[src/rtl/s32x_fb_ctrl_pkg.sv]
`default_nettype none
// ============================================================================
//  Module   : S32X_PKG
//  Purpose  : Shared types and constants for the 32X frame-buffer memory stage
//  Revision : 1.0 - initial release
// ============================================================================
package S32X_PKG;

    // Number of VDP frame-buffer ports served by the controller
    localparam int FB_PORT_CNT = 2;

    // Address width carried in a queued request; the controller's AW
    // parameter must not exceed this value.
    localparam int FB_AW = 16;

    // One queued frame-buffer access
    typedef struct packed {
        logic [FB_AW-1:0] A;    // word address within the bank
        logic [15:0]      D;    // write data
        logic [1:0]       WE;   // byte write enables {upper,lower}
        logic             WR;   // 1 = write, 0 = read
    } FB_REQ_t;

    // Memory-channel sequencing states
    typedef enum logic [1:0] {
        IDLE   = 2'd0,
        REQ    = 2'd1,
        RDWAIT = 2'd2
    } FB_CTRL_STATE_t;

endpackage
`default_nettype wire

[src/rtl/s32x_fb_req_queue.sv]
`default_nettype none
// ============================================================================
//  Module   : s32x_fb_req_queue
//  Purpose  : Per-port request detector (edge/change based) feeding a small
//             FIFO with empty status and a one-cycle overflow pulse
//  Revision : 1.0 - initial release
// ============================================================================
module s32x_fb_req_queue
    import S32X_PKG::*;
#(
    parameter int QDEPTH = 2,
    parameter int AW     = 16
) (
    input  logic          i_clk,
    input  logic          i_rst,
    input  logic [AW-1:0] i_a,
    input  logic [15:0]   i_di,
    input  logic [1:0]    i_we,
    input  logic          i_rd,
    input  logic          i_pop,
    output FB_REQ_t       o_head,
    output logic          o_empty,
    output logic          o_ovf
);

    localparam int             c_PW       = (QDEPTH > 1) ? $clog2(QDEPTH) : 1;
    localparam logic [c_PW:0]  c_FULL_CNT = (c_PW + 1)'(QDEPTH);

    logic [AW-1:0]   r_prev_a;
    logic [15:0]     r_prev_di;
    logic [1:0]      r_prev_we;
    logic            r_prev_rd;

    logic [c_PW-1:0] r_wr_ptr;
    logic [c_PW-1:0] r_rd_ptr;
    logic [c_PW:0]   r_cnt;
    FB_REQ_t         r_mem [QDEPTH];

    logic            w_wr_req;
    logic            w_rd_req;
    logic            w_new;
    logic            w_full;
    logic            w_empty;
    logic            w_do_pop;
    logic            w_do_push;
    FB_REQ_t         w_entry;

    // Change detection against last cycle's inputs; a write wins over a read
    always_comb begin
        w_wr_req = (i_we != 2'b00) &&
                   ((r_prev_we == 2'b00) || (i_a != r_prev_a) ||
                    (i_di != r_prev_di) || (i_we != r_prev_we));
        w_rd_req = i_rd && (i_we == 2'b00) && (!r_prev_rd || (i_a != r_prev_a));
        w_new    = w_wr_req || w_rd_req;

        w_full    = (r_cnt == c_FULL_CNT);
        w_empty   = (r_cnt == '0);
        w_do_pop  = i_pop && !w_empty;
        // A pop in the same cycle frees the slot, so a full queue still accepts
        w_do_push = w_new && (!w_full || w_do_pop);

        w_entry    = '0;
        w_entry.A  = FB_AW'(i_a);
        w_entry.D  = i_di;
        w_entry.WE = i_we;
        w_entry.WR = w_wr_req;
    end

    // Previous-cycle copy of the port inputs
    always_ff @(posedge i_clk or posedge i_rst) begin
        if (i_rst) begin
            r_prev_a  <= '0;
            r_prev_di <= '0;
            r_prev_we <= '0;
            r_prev_rd <= 1'b0;
        end else begin
            r_prev_a  <= i_a;
            r_prev_di <= i_di;
            r_prev_we <= i_we;
            r_prev_rd <= i_rd;
        end
    end

    // FIFO pointers and occupancy
    always_ff @(posedge i_clk or posedge i_rst) begin
        if (i_rst) begin
            r_wr_ptr <= '0;
            r_rd_ptr <= '0;
            r_cnt    <= '0;
        end else begin
            if (w_do_push) begin
                r_wr_ptr <= r_wr_ptr + 1'b1;
            end
            if (w_do_pop) begin
                r_rd_ptr <= r_rd_ptr + 1'b1;
            end
            case ({w_do_push, w_do_pop})
                2'b10:   r_cnt <= r_cnt + 1'b1;
                2'b01:   r_cnt <= r_cnt - 1'b1;
                default: r_cnt <= r_cnt;
            endcase
        end
    end

    // FIFO storage; contents are don't-care while the slot is empty
    always_ff @(posedge i_clk) begin
        if (w_do_push) begin
            r_mem[r_wr_ptr] <= w_entry;
        end
    end

    assign o_head  = r_mem[r_rd_ptr];
    assign o_empty = w_empty;
    assign o_ovf   = w_new && w_full && !w_do_pop;

endmodule
`default_nettype wire

[src/rtl/s32x_fb_ctrl.sv]
`default_nettype none
// ============================================================================
//  Module   : s32x_fb_ctrl
//  Purpose  : Serialises the two 32X VDP frame-buffer ports onto one 16-bit
//             external memory channel with round-robin arbitration, a single
//             outstanding read and registered per-port read data
//  Revision : 1.0 - initial release
// ============================================================================
module s32x_fb_ctrl
    import S32X_PKG::*;
#(
    parameter int QDEPTH = 2,
    parameter int AW     = 16
) (
    input  logic          CLK,
    input  logic          RST,
    input  logic [AW-1:0] FB0_A,
    input  logic [15:0]   FB0_DI,
    input  logic [1:0]    FB0_WE,
    input  logic          FB0_RD,
    output logic [15:0]   FB0_Q,
    input  logic [AW-1:0] FB1_A,
    input  logic [15:0]   FB1_DI,
    input  logic [1:0]    FB1_WE,
    input  logic          FB1_RD,
    output logic [15:0]   FB1_Q,
    output logic [AW:0]   MEM_A,
    output logic [15:0]   MEM_D,
    output logic [1:0]    MEM_BE,
    output logic          MEM_WE,
    output logic          MEM_REQ,
    input  logic          MEM_ACK,
    input  logic [15:0]   MEM_Q,
    input  logic          MEM_QV,
    output logic [1:0]    OVF
);

    FB_CTRL_STATE_t r_state;
    FB_CTRL_STATE_t w_state_nxt;

    FB_REQ_t        w_head [FB_PORT_CNT];
    FB_REQ_t        w_sel;
    logic [FB_PORT_CNT-1:0] w_empty;
    logic [FB_PORT_CNT-1:0] w_ovf;
    logic [FB_PORT_CNT-1:0] w_pop;
    logic           w_grant;
    logic           w_gnt_port;
    logic           w_contested;

    logic           r_last_gnt;     // port that won the last contested grant
    logic           r_cur_port;     // port owning the access in flight
    logic           r_cur_wr;
    logic [AW:0]    r_mem_a;
    logic [15:0]    r_mem_d;
    logic [1:0]     r_mem_be;
    logic           r_mem_we;
    logic           r_mem_req;
    logic [15:0]    r_fbq [FB_PORT_CNT];
    logic [1:0]     r_ovf;

    s32x_fb_req_queue #(
        .QDEPTH (QDEPTH),
        .AW     (AW)
    ) u_q0 (
        .i_clk   (CLK),
        .i_rst   (RST),
        .i_a     (FB0_A),
        .i_di    (FB0_DI),
        .i_we    (FB0_WE),
        .i_rd    (FB0_RD),
        .i_pop   (w_pop[0]),
        .o_head  (w_head[0]),
        .o_empty (w_empty[0]),
        .o_ovf   (w_ovf[0])
    );

    s32x_fb_req_queue #(
        .QDEPTH (QDEPTH),
        .AW     (AW)
    ) u_q1 (
        .i_clk   (CLK),
        .i_rst   (RST),
        .i_a     (FB1_A),
        .i_di    (FB1_DI),
        .i_we    (FB1_WE),
        .i_rd    (FB1_RD),
        .i_pop   (w_pop[1]),
        .o_head  (w_head[1]),
        .o_empty (w_empty[1]),
        .o_ovf   (w_ovf[1])
    );

    // Arbitration and next-state; grants are only made from IDLE
    always_comb begin
        w_state_nxt = r_state;
        w_grant     = 1'b0;
        w_gnt_port  = 1'b0;
        w_pop       = '0;
        w_contested = !w_empty[0] && !w_empty[1];
        case (r_state)
            IDLE: begin
                if (w_empty != 2'b11) begin
                    w_grant     = 1'b1;
                    w_gnt_port  = w_contested ? ~r_last_gnt : w_empty[0];
                    w_pop       = w_gnt_port ? 2'b10 : 2'b01;
                    w_state_nxt = REQ;
                end
            end
            REQ: begin
                if (MEM_ACK) begin
                    w_state_nxt = r_cur_wr ? IDLE : RDWAIT;
                end
            end
            RDWAIT: begin
                if (MEM_QV) begin
                    w_state_nxt = IDLE;
                end
            end
            default: w_state_nxt = IDLE;
        endcase
        w_sel = w_gnt_port ? w_head[1] : w_head[0];
    end

    // State register
    always_ff @(posedge CLK or posedge RST) begin
        if (RST) begin
            r_state <= IDLE;
        end else begin
            r_state <= w_state_nxt;
        end
    end

    // Issue registers: loaded on grant, held until the request is accepted
    always_ff @(posedge CLK or posedge RST) begin
        if (RST) begin
            r_mem_a    <= '0;
            r_mem_d    <= '0;
            r_mem_be   <= '0;
            r_mem_we   <= 1'b0;
            r_mem_req  <= 1'b0;
            r_cur_port <= 1'b0;
            r_cur_wr   <= 1'b0;
            r_last_gnt <= 1'b0;
        end else if (w_grant) begin
            r_mem_a    <= {w_gnt_port, AW'(w_sel.A)};
            r_mem_d    <= w_sel.D;
            r_mem_be   <= w_sel.WR ? w_sel.WE : 2'b11;
            r_mem_we   <= w_sel.WR;
            r_mem_req  <= 1'b1;
            r_cur_port <= w_gnt_port;
            r_cur_wr   <= w_sel.WR;
            if (w_contested) begin
                r_last_gnt <= w_gnt_port;
            end
        end else if ((r_state == REQ) && MEM_ACK) begin
            r_mem_req <= 1'b0;
        end
    end

    // Read return: only the issuing port's data register is updated
    always_ff @(posedge CLK or posedge RST) begin
        if (RST) begin
            for (int i = 0; i < FB_PORT_CNT; i++) begin
                r_fbq[i] <= '0;
            end
        end else if ((r_state == RDWAIT) && MEM_QV) begin
            r_fbq[r_cur_port] <= MEM_Q;
        end
    end

    // Sticky overflow flags, cleared only by reset
    always_ff @(posedge CLK or posedge RST) begin
        if (RST) begin
            r_ovf <= '0;
        end else begin
            r_ovf <= r_ovf | w_ovf;
        end
    end

    assign FB0_Q   = r_fbq[0];
    assign FB1_Q   = r_fbq[1];
    assign MEM_A   = r_mem_a;
    assign MEM_D   = r_mem_d;
    assign MEM_BE  = r_mem_be;
    assign MEM_WE  = r_mem_we;
    assign MEM_REQ = r_mem_req;
    assign OVF     = r_ovf;

endmodule
`default_nettype wire

[config.mk]
export PLATFORM = sky130hd
export DESIGN_NAME = s32x_fb_ctrl
export DESIGN_NICKNAME = d
export VERILOG_FILES = /design/src/rtl/s32x_fb_ctrl_pkg.sv /design/src/rtl/s32x_fb_req_queue.sv /design/src/rtl/s32x_fb_ctrl.sv
export SDC_FILE = /design/constraint.sdc
export NUM_CORES = 1
export LEC_CHECK = 0
export CAP_MARGIN = 20
export CORE_ASPECT_RATIO = 1.1
export CORE_MARGIN = 2
export CORE_UTILIZATION = 58
export DETAILED_ROUTE_END_ITERATION = 8
export PLACE_DENSITY_LB_ADDON = 0.2
export SLEW_MARGIN = 20
export SYNTH_ARGS = -nofsm -noshare
export SYNTH_HDL_FRONTEND = slang
export SYNTH_SLANG_ARGS = --single-unit
[constraint.sdc]
create_clock -name CLK -period 10.3 [get_ports CLK]
set_input_delay 2.06 -clock CLK [delete_from_list [all_inputs] [get_ports CLK]]
set_output_delay 2.06 -clock CLK [all_outputs]
set_load 0.05 [all_outputs]
== Word-level counts from Yosys, hierarchy flattened ==
Memory sizes are Yosys's and may differ from the RTL's.
Index checks and enable logic that the tools add are counted.

* Register bits: 153
* Memory bits (writable): 140
* Input bits: 90
* Output and inout bits: 71
* Memories: 2

* $add $sub $neg: 8
* Magnitude comparators: 2
* Equal/unequal tests: 18
* Multiplexer cells: 26
* Bitwise operators: 3
* Reduce and logical (&&, ||, !) cells: 52

{| class="wikitable"
|+ Memories
! name !! words !! bits a word !! read ports !! clocked after Yosys merged registers in !! wr ports !! RTL line !! source
|-
| u_q0.r_mem || 2 || 35 || 1 || 0 || 1 || s32x_fb_req_queue.sv:37 || <nowiki>FB_REQ_t r_mem [QDEPTH];</nowiki>
|-
| u_q1.r_mem || 2 || 35 || 1 || 0 || 1 || s32x_fb_req_queue.sv:37 ||
|}

{| class="wikitable"
|+ Operators by type and width
! kind !! number
|-
| 16-bit != test || 4
|-
| 35-bit 2-to-1 mux || 1
|-
| 32-bit bitwise mux || 1
|-
| 1-bit logical AND || 18
|-
| 16-bit demux with 1-bit select || 1
|-
| 16-bit 2-to-1 mux || 1
|-
| 2-bit 2-to-1 mux || 8
|-
| 2-bit zero test || 7
|-
| 1-bit logical OR || 12
|-
| 1-bit 2-to-1 mux || 11
|-
| 2-bit equality test (second input constant) || 5
|-
| 2-bit nonzero test || 5
|-
| 1-bit zero test || 8
|-
| 2-bit != test (second input constant) || 4
|-
| 2-bit case mux with 2 select lines || 2
|-
| 2-bit by 1-bit equality test with 1-bit output (second input constant) || 3
|-
| 2-bit case mux with 3 select lines || 1
|-
| 1-bit adder (second input constant) || 4
|-
| 2-bit by 1-bit adder with 2-bit output (second input constant) || 2
|-
| 2-bit != test || 2
|-
| 2-bit by 1-bit subtractor with 2-bit output (second input constant) || 2
|-
| 3-bit AND reduction || 1
|-
| 2-bit >= comparator (second input constant) || 1
|-
| 2-bit by 1-bit less-than comparator with 1-bit output (second input constant) || 1
|-
| other kinds (4) || 4
|}

== Depth between registers and ports, before layout ==
Gate-level depths: netlist (run 1).

* Word-level depth: 12
* Mapped depth: 10

== Hierarchy ==
A second synthesis (run 1) with hierarchy kept.

* Cell total of the unflattened synthesis: 703
* Area total of the unflattened synthesis: 11248.3 um^2

{| class="wikitable"
|+ Modules (own cells, without submodules)
! module !! times used !! cells each !! area an instance (um^2)
|-
| s32x_fb_req_queue || 2 || 224 || 4043.9
|-
| s32x_fb_ctrl || 1 || 255 || 3160.5
|}

== Worst setup path before layout (run 1) ==
Ideal clock, no wire load.

* Path type: in2reg
* From: input FB1_A[0]
* To: memory u_q1.r_mem[0][0] in the netlist's numbering (enable)
* Setup time: 0.427 ns
* Arrival: 4.254 ns
* Required time: 9.873 ns
* Slack: 5.619 ns
* Cell stages on the path: 6
* Buffers on the path: 0
* Cell sequence: xnor2_1 > nand4_1 > nor4_2 > a311oi_1 > nand2_1 > nor2_1

* Word-level cells in the longest chain between the ends: 9

{| class="wikitable"
|+ RTL lines
! element !! RTL line !! source
|-
| from (decl) || s32x_fb_ctrl.sv:22 || <nowiki>input logic [AW-1:0] FB1_A,</nowiki>
|-
| 16-bit != test (*) || s32x_fb_req_queue.sv:51, s32x_fb_req_queue.sv:53 ||
|-
| 1-bit logical OR (2 in series) || s32x_fb_req_queue.sv:51 || <nowiki>((r_prev_we == 2'b00) || (i_a != r_prev_a) ||</nowiki>
|-
| 1-bit logical OR || s32x_fb_req_queue.sv:52 || <nowiki>(i_di != r_prev_di) || (i_we != r_prev_we));</nowiki>
|-
| 1-bit logical AND || s32x_fb_req_queue.sv:50 || <nowiki>w_wr_req = (i_we != 2'b00) &&</nowiki>
|-
| 1-bit logical OR (*) || s32x_fb_req_queue.sv:54 || <nowiki>w_new = w_wr_req || w_rd_req;</nowiki>
|-
| 1-bit logical AND (*) || s32x_fb_req_queue.sv:60 || <nowiki>w_do_push = w_new && (!w_full || w_do_pop);</nowiki>
|-
| 1-bit 2-to-1 mux (*) || s32x_fb_req_queue.sv:107 || <nowiki>if (w_do_push) begin</nowiki>
|-
| 1-bit 2-to-1 mux (implied by the code) (*) || s32x_fb_req_queue.sv:108 || <nowiki>r_mem[r_wr_ptr] <= w_entry;</nowiki>
|-
| to (decl) || s32x_fb_req_queue.sv:37 ||
|}

Every way passes the cells marked *; elsewhere a longest branch is shown, timed or not.

== Final worst setup path (run 1) ==
* From: input FB1_A[8]
* To: memory u_q1.r_mem[0][25] in the netlist's numbering (enable)

Same word-level chain as after synthesis.

==> flow_results.org, run 1 <==
** Floorplan
- The die is 147.2 um tall.
- The die covers 0.01976 mm^2.
- Effective utilization at floorplan :: 0.5896
- 161 I/O pins were placed.
- Standard-cell row count :: 52
- Overall die width :: 134.2 um
- Std-Cell Core Area :: 0.01835 mm^2

** Drt
- The routed design has 22,340 um of wire.
- In the final routed layout, each cell accounts on average for 20.59 um.
- Vias per cell :: 5.607
- For this block, the via count after detailed routing is 6,084.
- After detailed routing, the number of remaining DRC violations is 0.
- In this run, the number of DRC markers left after iteration 0 of detailed routing was 391.
- In this run the remaining antenna-violating nets after routing total 0.
- Detailed Routing Iterations Pass 1 :: 5

** Layout
- Antenna diode count :: 0
- After routing the design area is 0.01361 mm^2.
- Of the cells placed in the final design, the portion with a size suffix greater than 1 is 0.1283.
- In the final design database the tool counted 913 nets.
- Area delta synth->final :: 25.85%

** Clock network
- CTS tree :: done
- Once the clock tree was built, the setup fixing pass inserted 0 buffers.
- Hold-fix buffer count after cts :: 0
- Clock tree synthesis selected as its root buffer the cell clkbuf_16.
- Clock-pin slew was measured on the worst setup and hold paths at 0.06 ns.
- CTS built an H-tree with a depth of 1.
- TritonCTS created 27 clock buffers.
- No sink is reached through more buffers than the 3 on the longest clock path.
- The tree built by TritonCTS fans out to 292 sinks.
- Number of gates given a new drive strength after cts :: 0
- For the worst-skew pair, the clock arrives at the later sink with an insertion delay of 0.53 ns.

** Global route
- Number of global-route vias before repair :: 6,433
- Pin count of the biggest net entering global routing :: 83
- The number of antenna violations at the first check in global routing is 0.
- For this run, global-route usage on met1 was measured as 0.2866.
- In the global route stage, met2 resource usage came out at 0.4089.
- Met3 GRT Util :: 0.03209
- met2 is the most crowded layer.
- Overall overflow remaining after global route :: 0
- Wire length of the first global-routing pass :: 34,550 um
- GRT Overall Usage :: 0.2277

** Outcome
- Result of the run :: finished, final reports clean

** Worst hold path
- Min-delay worst type :: reg -> reg

** Power
- After layout, the design draws a total of 4.566 mW.
- Power density normalized to cell area :: 335.4 mW/mm^2
- For this design the static power due to leakage is 5.257 nW.
- VDD sags by at most 0.2634 mV.

** Logic synthesis
- Library cell with the largest summed area after synthesis :: edfxtp_1
- After synthesis the cells add up to 0.01082 mm^2.
- Among all cell types in the netlist, the one instantiated most often is dfrtp_1.
- Post-Synthesis Cells :: 647
- Yosys Warn Count :: 0
- Net Count, Synth :: 739
- Most used DFF post-synth :: dfrtp_1
- Of all flip-flops after synthesis, the portion carrying an async set or reset was 0.5205.
- Number of synthesized flops with an enable pin :: 140
- Counting distinct cell types in the post-synthesis netlist gives 46.
- Number of synthesized register bits :: 292
- Post-synthesis area per instance :: 16.72 um^2
- The share of synthesized area in the top cell type comes to 0.3886.
- Sequential-to-total area share from yosys stat :: 0.7402
- Most frequent cells after synthesis :: 152 x dfrtp_1, 140 x edfxtp_1, 72 x xnor2_1, 60 x mux2i_1, 41 x mux2_2
- Area contributors post-synth :: edfxtp_1 39%, dfrtp_1 35%, xnor2_1 5.8%, mux2i_1 5.6%, mux2_2 4.3%

** STA
- Of the available clock period, the critical path in the final layout requires 0.4315.
- Setup violations remaining at the end of the flow were counted as 0.
- Period minus WS final :: 4.444 ns
- On the final layout, the worst clock skew is 0.01898 ns.
- Derived from the worst setup path, the maximum achievable clock frequency is 225.0 MHz.
- Final Hold Violating Endpoints :: 0
- Headroom to the max-slew limit came out at 0.2769.
- Slew at the pin closest to its max-slew limit :: 1.085 ns
- Final max-slew violation count :: 0
- In the final timing run, aggregate negative setup slack is 0 ns.
- RSZ-0062 raised after global routing :: false

** Placement
- Number of buffers added on ports :: 160
- Summing all placed instances gives a cell area of 0.01269 mm^2.
- Final weighted congestion in routability-driven placement :: 0.7886
- The HPWL after detailed placement is 15,050 um.

** Setup path
- The worst setup path is launched from an input pin.
- Critical setup path kind :: in -> reg
- Crit path DAT :: 4.66 ns
- In this run the worst path has a maximum fanout of 18.
- The worst setup path is captured at a register.
- Worst EP required :: 10.51 ns

** Run
- Max-cap violations in this run came to 0.
==> registers in the layout (all words and copies together), names as in the netlist, 2 cells and up <==
name	flops
u_q0.r_prev_we	2
u_q0.r_prev_a	16
u_q1.r_mem	70
u_q0.r_prev_di	16
FB1_Q	16
u_q1.r_prev_di	16
u_q0.r_cnt	2
MEM_D	16
r_state	2
OVF	2
MEM_A	16
MEM_BE	2
u_q0.r_mem	70
FB0_Q	16
u_q1.r_prev_a	16
u_q1.r_prev_we	2
u_q1.r_cnt	2
==> cells by family after synthesis <==
family / after synthesis / synth area share
XOR/XNOR: 77 / 0.06234
flip-flops: 292 / 0.7402
AO/OA/AOI/OAI: 59 / 0.04314
AND/OR/NAND/NOR: 90 / 0.04291
multiplexers: 101 / 0.09820
buffers and inverters: 26 / 0.01087
adder cells (fa/ha/maj): 2 / 0.002313
==> cell type report <==
type / instances / area (um^2)
clock buffer: 42 / 823.3
clock inverter: 8 / 93.84
fill: 1147 / 4733
inverter: 5 / 23.77
multi-input combinational: 329 / 2709
sequential: 292 / 8010
tap: 243 / 304.0
timing repair buffer: 166 / 1650
==> where the power goes <==
part           switching (mW)  total (mW)  internal, mW
combinational            1.04        1.64         0.598
clock                   0.407        1.01         0.599
sequential              0.245        1.92          1.68
==> path summary, 6_finish.rpt <==
kind	startpoint	to	cells past startpoint	slack (ns)
setup reg to reg	u_q1.r_cnt[0]$_DFFE_PP0P_	u_q0.r_mem[0][9]$_DFFE_PP_	8	7.15
setup / recovery	FB1_A[8]	u_q1.r_mem[0][25]$_DFFE_PP_	8	5.86
max in group asynchronous	RST	u_q0.r_rd_ptr$_DFFE_PP0P_	3	7.06
hold / removal	OVF[1]$_DFF_PP0_	OVF[1]$_DFF_PP0_	1	0.49
hold reg to reg	OVF[1]$_DFF_PP0_	OVF[1]$_DFF_PP0_	1	0.49
min in group asynchronous	RST	FB1_Q[11]$_DFFE_PP0P_	2	2.03
==> metrics by stage <==
| step | hold WS, ns | utilization | instances | setup slack (ns) |
|---|---|---|---|---|
| floorplan | 0.4604 | - | 647 | 4.147 |
| global placement | 0.4698 | 0.6914 | 1035 | 5.527 |
| detailed placement | 0.4696 | 0.6917 | 1035 | 5.359 |
| CTS | 0.4873 | 0.7417 | 1085 | 5.850 |
| global route | 0.5010 | 0.7420 | 1085 | 5.718 |
| finish | 0.4861 | 0.7420 | 1085 | 5.856 |
==> critical path, cell delays in order <==
cell and delay [ns]:
clkdlybuf4s50_1 0.49, xnor2_1 0.19, nand4_1 0.13, nor4_2 0.09
a311oi_1 0.37, nand2_1 0.19, nor2_2 0.71, buf_4 0.41
==> placed cells by master (no fill, tap or decap), types with 12 or more instances in the layout <==
master / Yosys / routed
dfrtp_1: 152 / 150
xnor2_1: 72 / 72
mux2i_1: 60 / 60
clkbuf_16: 0 / 28
mux2_2: 41 / 41
nor2_1: 15 / 12
edfxtp_1: 140 / 140
clkdlybuf4s50_1: 0 / 160
o221ai_1: 27 / 27
nand4_1: 15 / 15
nand2_1: 34 / 33
==> per-layer routing <==
layer  up-vias  share of wire
met3        37          0.060
met1      3080           0.38
met5         -              0
met4         0          0.026
li1       2747              -
met2       220           0.53
No activity file was read; power rests on OpenSTA's default activity.
==> run 2, diff against run 1 <==
- CORE_UTILIZATION: 58 -> 49
- clock period: 10.3 -> 3.94 ns (I/O delays scaled with it)
==> run 2 against run 1 <==
  * Worst hold slack gained 0.0053 ns
  * Sequential share of layout area shrank 0.50 points
  * Sequential cell count is the same
  * Setup slack lost 5.0 ns
  * Critical path depth is the same
  * Clock power grew to 2.7 times the previous value
  * Critical path type unchanged
==> flow_results.org, run 2 (synthesis results as in run 1) <==
** STA
- Slew at the pin closest to its max-slew limit :: 1.038 ns
- Setup violations remaining at the end of the flow were counted as 0.
- The worst path needs 3.087 ns of the cycle, external delays included.
- Setup repair after global routing left no endpoint under its margin.
- Of the available clock period, the critical path in the final layout requires 0.7836.
- Final max-slew violation count :: 0
- Final hold analysis gives a worst-case slack of 0.4914 ns.
- Across the routed clock network, the largest skew measured is 0.01474 ns.
- The count of endpoints failing hold in the final timing report was 0.
- For this run, the top clock speed supported by timing is 323.9 MHz.
- For the final routed database, the setup TNS stands at 0 ns.
- Measured against its own limit, the worst slew margin works out to 0.3081.

** Setup path
- Data on the critical path arrives at its endpoint at 3.28 ns.
- Critical setup path kind :: in -> reg
- Startpoint types :: input pin
- Nature of the critical path endpoint :: register
- CP max FO :: 18
- The worst register-to-register path has a depth of 7.
- For the worst setup path, the data required time is 4.14 ns.

** Global route
- GRT Overall Usage :: 0.1953
- Wire length of the first global-routing pass :: 35,580 um
- Number of global-route vias before repair :: 6,394
- The number of antenna violations at the first check in global routing is 0.
- Entering global routing, the biggest net connects 153 pins.
- Overall overflow remaining after global route :: 0

** Worst hold path
- Cell depth of the worst min-delay path :: 1
- The min-delay analysis places its worst path in the category reg -> reg.

** Clock network
- Buffers inserted during post-CTS setup optimization :: 0
- The clock drives 292 sinks.
- Hold-fix buffer count after cts :: 0
- Clock root buffer master :: clkbuf_16
- Buffers inserted during clock tree synthesis total 28.
- Clock-pin slew was measured on the worst setup and hold paths at 0.06 ns.
- TritonCTS built the clock tree.
- In this run the deepest clock path goes through 3 buffers.
- After clock tree synthesis, the repair step resized 0 gates.
- CTS built an H-tree with a depth of 1.
- Clock latency of the later-clocked register in the worst-skew pair :: 0.52 ns

** Drt
- The count of nets left with antenna violations once routing finished came out at 0.
- Average wire per standard cell :: 19.50 um
- For this run, the detailed router's first-pass iteration total came to 5.
- After detailed routing, the number of vias per cell comes to 5.269.
- The routed layout has 6,022 vias.
- DRC :: 0
- Total wire length :: 22,290 um
- For this block, the initial DRC count from the detailed router was 352.

** Floorplan
- The floorplan has 57 rows.
- I/O pin count :: 161
- Y dimension of the die :: 159.8 um
- Area enclosed by the die boundary :: 0.02328 mm^2
- Effective utilization at floorplan :: 0.4941
- In this run the standard cell core region covers 0.02189 mm^2.
- The die is 145.7 um wide.

** Placement
- In this run the cell area measured after placement is 0.01278 mm^2.
- In this run the tool buffered the top-level ports with 160 buffer cells.
- Post-DP HPWL :: 15,380 um
- Final weighted congestion in routability-driven placement :: 0.8100

** Layout
- Summing all non-filler instances in the final layout gives an area of 0.01373 mm^2.
- In the final layout, the registers with the most flip-flops are u_q0.r_mem (70), u_q1.r_mem (70).
- At the end of the flow the core is filled with cells to 0.6271.
- Ratio of cells with drive above 1 in the final layout :: 0.1240
- Number of nets at the end of the flow :: 917
- Area delta synth->final :: 26.93%
- In the layout the commonest cells are 160 x clkdlybuf4s50_1, 150 x dfrtp_1, 140 x edfxtp_1.
- Filler cell count in the final layout :: 1,637
- Most common cell after layout, fill and taps aside :: clkdlybuf4s50_1

** Outcome
- The run finished with clean final reports.

** Run
- Max-Cap Viols :: 0

** Power
- Power comes to 12.01 mW.
- Peak VDD IR :: 0.7473 mV
- The analysis attributes to cell leakage a power of 5.261 nW.
- Power density normalized to cell area :: 874.6 mW/mm^2
==> run 2: cell count changes in the layout (fill, tap and decap cells not counted), sizes merged <==
cell      delta
buf          +3
bufinv       +2
clkbuf       -2
clkinv       +2
clkinvlp     +2
diode        +1
inv          -2
==> run 2: path summary, 6_finish.rpt <==
kind	start	end	slack (ns)
setup / recovery	FB1_A[6]	u_q1.r_mem[0][31]$_DFFE_PP_	0.85
setup reg to reg	u_q1.r_cnt[0]$_DFFE_PP0P_	u_q1.r_mem[0][31]$_DFFE_PP_	1.07
hold reg to reg	OVF[0]$_DFF_PP0_	OVF[0]$_DFF_PP0_	0.49
max in group asynchronous	RST	u_q0.r_rd_ptr$_DFFE_PP0P_	2.45
hold / removal	OVF[0]$_DFF_PP0_	OVF[0]$_DFF_PP0_	0.49
min in group asynchronous	RST	u_q1.r_prev_a[10]$_DFF_PP0_	0.84
==> run 2: layout make-up <==
cell class	count	area, um^2	area share
Clock buffer	40	787.0	0.05732
Antenna cell	1	2.502	0.0001822
Clock inverter	12	155.1	0.01130
Tap cell	295	369.1	0.02688
Sequential cell	292	8010	0.5834
Inverter	5	22.52	0.001640
Timing Repair Buffer	169	1682	0.1225
Multi-Input combinational cell	329	2703	0.1968
==> run 2: power by group <==
group	switching (mW)	leakage, nW	internal [mW]	total [mW]
combinational	2.73	1.68	1.57	4.30
sequential	0.625	3.13	4.38	5.01
clock	1.06	0.452	1.64	2.70
total	4.41	5.26	7.60	12.0
==> run 2: routing by layer <==
| layer | wire, um | track usage |
|---|---|---|
| met1 | 9391 | 0.2641 |
| met2 | 11210 | 0.3302 |
| met3 | 1187 | 0.03514 |
| met4 | 494 | 0.05080 |
| met5 | 0 | 0 |
==> run 2: worst max-delay path, stage by stage <==
cell	delay [ns]
clkdlybuf4s50_1	0.49
xnor2_1	0.17
nand4_1	0.13
nor4_2	0.08
a311oi_1	0.30
nand2_1	0.17
nor2_2	0.74
buf_4	0.42
==> run 2: metrics by stage <==
stage / cells / worst slack (ns)
after global placement: 1090 / 0.3729
after floorplan: 647 / 0.5312
final: 1143 / 0.8528
after global routing: 1142 / 0.6096
after CTS: 1142 / 0.8187
after detailed placement: 1090 / 0.2839
==> run 3, diff against run 2 <==
- clock period: 3.94 -> 2.7 ns (I/O delays scaled with it)
==> run 3 against run 2 <==
  * Global-route usage is 0.51 points higher
  * Non-clock buffer count up 43
  * First-iteration DRC count fell by 10%
  * Setup slack got worse by 0.59 ns
  * Worst hold slack got worse by 0.10 ns
  * Sequential share of layout area is 1.5 points lower
  * Clock power up 37%
  * Critical endpoint is now u_q1.r_cnt[1]$_DFFE_PP0P_
==> flow_results.org, run 3 (synthesis results as in run 1) <==
** Floorplan
- The die covers 0.02328 mm^2.
- The die is 159.8 um tall.
- Overall die width :: 145.7 um
- Standard-cell row count :: 57
- The initial utilization of the core area, before any placement, comes to 0.4941.
- The total area inside the core boundary comes to 0.02189 mm^2.
- 161 I/O pins were placed.

** STA
- Across the routed clock network, the largest skew measured is 0.01386 ns.
- The tightest hold path in the finished design has a slack of 0.3897 ns.
- Peak Freq :: 410.2 MHz
- The count of endpoints failing hold in the final timing report came to 0.
- RSZ-0062 raised after global routing :: false
- Final max-slew violation count :: 0
- Sum of negative setup slack :: 0 ns
- Headroom to the max-slew limit came out at 0.4222.
- The worst path in the final design needs a cycle of 2.438 ns, including I/O delays and setup.
- Endpoints failing setup :: 0
- Final period utilization :: 0.9029
- For the pin with the worst max-slew slack, the measured transition is 0.8667 ns.

** Drt
- After detailed routing, the number of remaining DRC violations is 0.
- The count of nets left with antenna violations once routing finished came out at 0.
- The final route contains 6,194 vias.
- Average wire per standard cell :: 19.47 um
- Detailed Routing Iterations Pass 1 :: 4
- The routed design has 23,120 um of wire.
- Using the TritonRoute via totals, the vias-per-cell ratio works out to 5.218.
- Number of violations reported at the end of detailed-routing iteration 0 :: 316

** Outcome
- Result of the run :: finished, final reports clean

** Clock network
- The number of hold buffers added after CTS was 0.
- The clock passes through at most 3 buffers.
- Number of gates given a new drive strength after cts :: 0
- Clock tree synthesis inserted a total of 29 buffers.
- Clock latency of the later-clocked register in the worst-skew pair :: 0.54 ns
- TritonCTS built the clock tree.
- The cell sitting at the root of the clock tree is a clkbuf_16.
- After clock tree synthesis, the clock-pin slew on the worst setup and hold paths is 0.06 ns.
- CTS built an H-tree with a depth of 1.
- Buffers inserted during post-CTS setup optimization :: 0
- CTS saw 292 sinks.

** Power
- The completed layout was analyzed and its total power is 17.56 mW.
- The worst-case IR drop observed on VDD is 1.325 mV.
- Power density normalized to cell area :: 1246 mW/mm^2
- P_leak :: 5.494 nW

** Global route
- The total overflow left after global routing is 0.
- Across every metal layer, demand over resource in global routing totals 0.2004.
- The number of antenna violations at the first check in global routing is 0.
- Entering global routing, the biggest net connects 54 pins.
- The first global-routing pass estimated 36,610 um of wire.
- The number of global-route vias before repair came to 6,704.

** Setup path
- Along the worst path, the maximum fanout reaches 4.
- Nature of the critical path endpoint :: register
- Logic depth of the worst register-to-register path :: 9
- Startpoint types :: input pin
- Critical Path Most Common Cell :: nand4_1
- STA puts the critical path data arrival time at 2.90 ns.
- Highest-delay cell along the critical path :: clkdlybuf4s50_1
- For the worst setup path, the data required time is 3.16 ns.
- The critical path in this run is classified as in -> reg.
- Traced cell by cell, the critical path runs through clkdlybuf4s50_1 -> xnor2_1 -> nand4_1 -> nor4_2 -> buf_4 -> nand4_1 -> nand2_1 -> ha_1 -> nor2_1 -> xor2_1.
- The worst register-to-register path begins at u_q1.r_prev_a[13]$_DFF_PP0_.
- R2r endpoint :: u_q1.r_cnt[1]$_DFFE_PP0P_
- For this run, the slowest stage of the critical path takes 0.47 ns.
- The setup check on the worst reg-to-reg path leaves a slack of 0.38 ns.

** Layout
- Number of nets at the end of the flow :: 961
- The finished layout holds 1,187 standard cells, fillers aside.
- The number of antenna diodes in the final layout is 0.
- The largest registers in the layout are u_q0.r_mem (70), u_q1.r_mem (70).
- Final design instance area without fill :: 0.01409 mm^2
- Area delta synth->final :: 30.23%
- Commonest cells after routing, fill and taps aside :: 160 x clkdlybuf4s50_1, 150 x dfrtp_1, 140 x edfxtp_1
- Of the cells placed in the final design, the portion with a size suffix greater than 1 is 0.1715.
- Leaving out fill and tap cells, the most frequent cell in the layout is clkdlybuf4s50_1.

** Placement
- The count of buffers added on input and output ports is 160.
- Final weighted congestion in routability-driven placement :: 0.8242
- Once detailed placement completed, the half-perimeter wirelength came to 16,010 um.
- Placed insts :: 1,133
- Summing all placed instances gives a cell area of 0.01321 mm^2.

** Worst hold path
- Min-delay worst type :: in -> async

** Run
- Max-cap violations in this run came to 0.
==> run 3: cell count changes in the layout (fill, tap and decap cells not counted) <==
cell	previous run	this run
clkinv_4	0	1
buf_4	8	43
nand2_2	2	1
clkbuf_16	29	30
inv_6	0	1
clkbuf_1	9	5
clkinvlp_4	2	1
nand2_1	33	34
clkinv_2	1	9
bufinv_16	4	0
buf_12	1	9
diode_2	1	0
==> run 3: layout make-up <==
class,count,area (um^2)
timing repair buffer,212,2105
multi-input combinational,329,2700
tap,295,369.1
inverter,5,22.52
clock buffer,37,797.0
fill,1596,7806
clock inverter,17,85.08
sequential,292,8010
==> run 3: per-layer routing <==
| layer | part of all wire | global-route usage | vias to the layer above |
|---|---|---|---|
| met1 | 0.41 | 0.2628 | 3123 |
| met5 | 0 | 0 | - |
| met3 | 0.045 | 0.02857 | 33 |
| met4 | 0.019 | 0.05258 | 0 |
| li1 | - | - | 2849 |
| met2 | 0.53 | 0.3531 | 189 |
==> run 3: through the flow <==
step | setup slack, ns | utilization
after floorplan | -0.5725 | -
after global placement | -0.1884 | 0.6032
after detailed placement | -0.2263 | 0.6032
after CTS | 0.2894 | 0.6435
after global routing | 0.1584 | 0.6435
final | 0.2623 | 0.6435
==> run 3: worst max path at each step <==
stage,startpoint,to,slack [ns],cells past startpoint
CTS,FB1_A[13],u_q1.r_cnt[1]$_DFFE_PP0P_,0.29,10
floorplan,u_q1.r_cnt[1]$_DFFE_PP0P_,u_q0.r_mem[0][0]$_DFFE_PP_,-0.57,7
finish,FB1_A[13],u_q1.r_cnt[1]$_DFFE_PP0P_,0.26,10
global route,FB1_A[13],u_q1.r_cnt[1]$_DFFE_PP0P_,0.16,10
global placement,FB1_A[13],u_q1.r_cnt[1]$_DFFE_PP0P_,-0.19,10
detailed placement,FB1_A[0],u_q1.r_cnt[1]$_DFFE_PP0P_,-0.23,10
==> run 3: critical path: cells and delay by family <==
family	cells	cell delay, ns
fa+ha+maj	1	0.28
simple gates	5	1.00
xor+xnor	2	0.41
buf+inv	2	0.66
==> run 3: power by group <==
group,leakage [nW],switching (mW),internal (mW)
sequential,3.13,0.833,6.38
clock,0.443,1.61,2.08
combinational,1.92,4.13,2.53
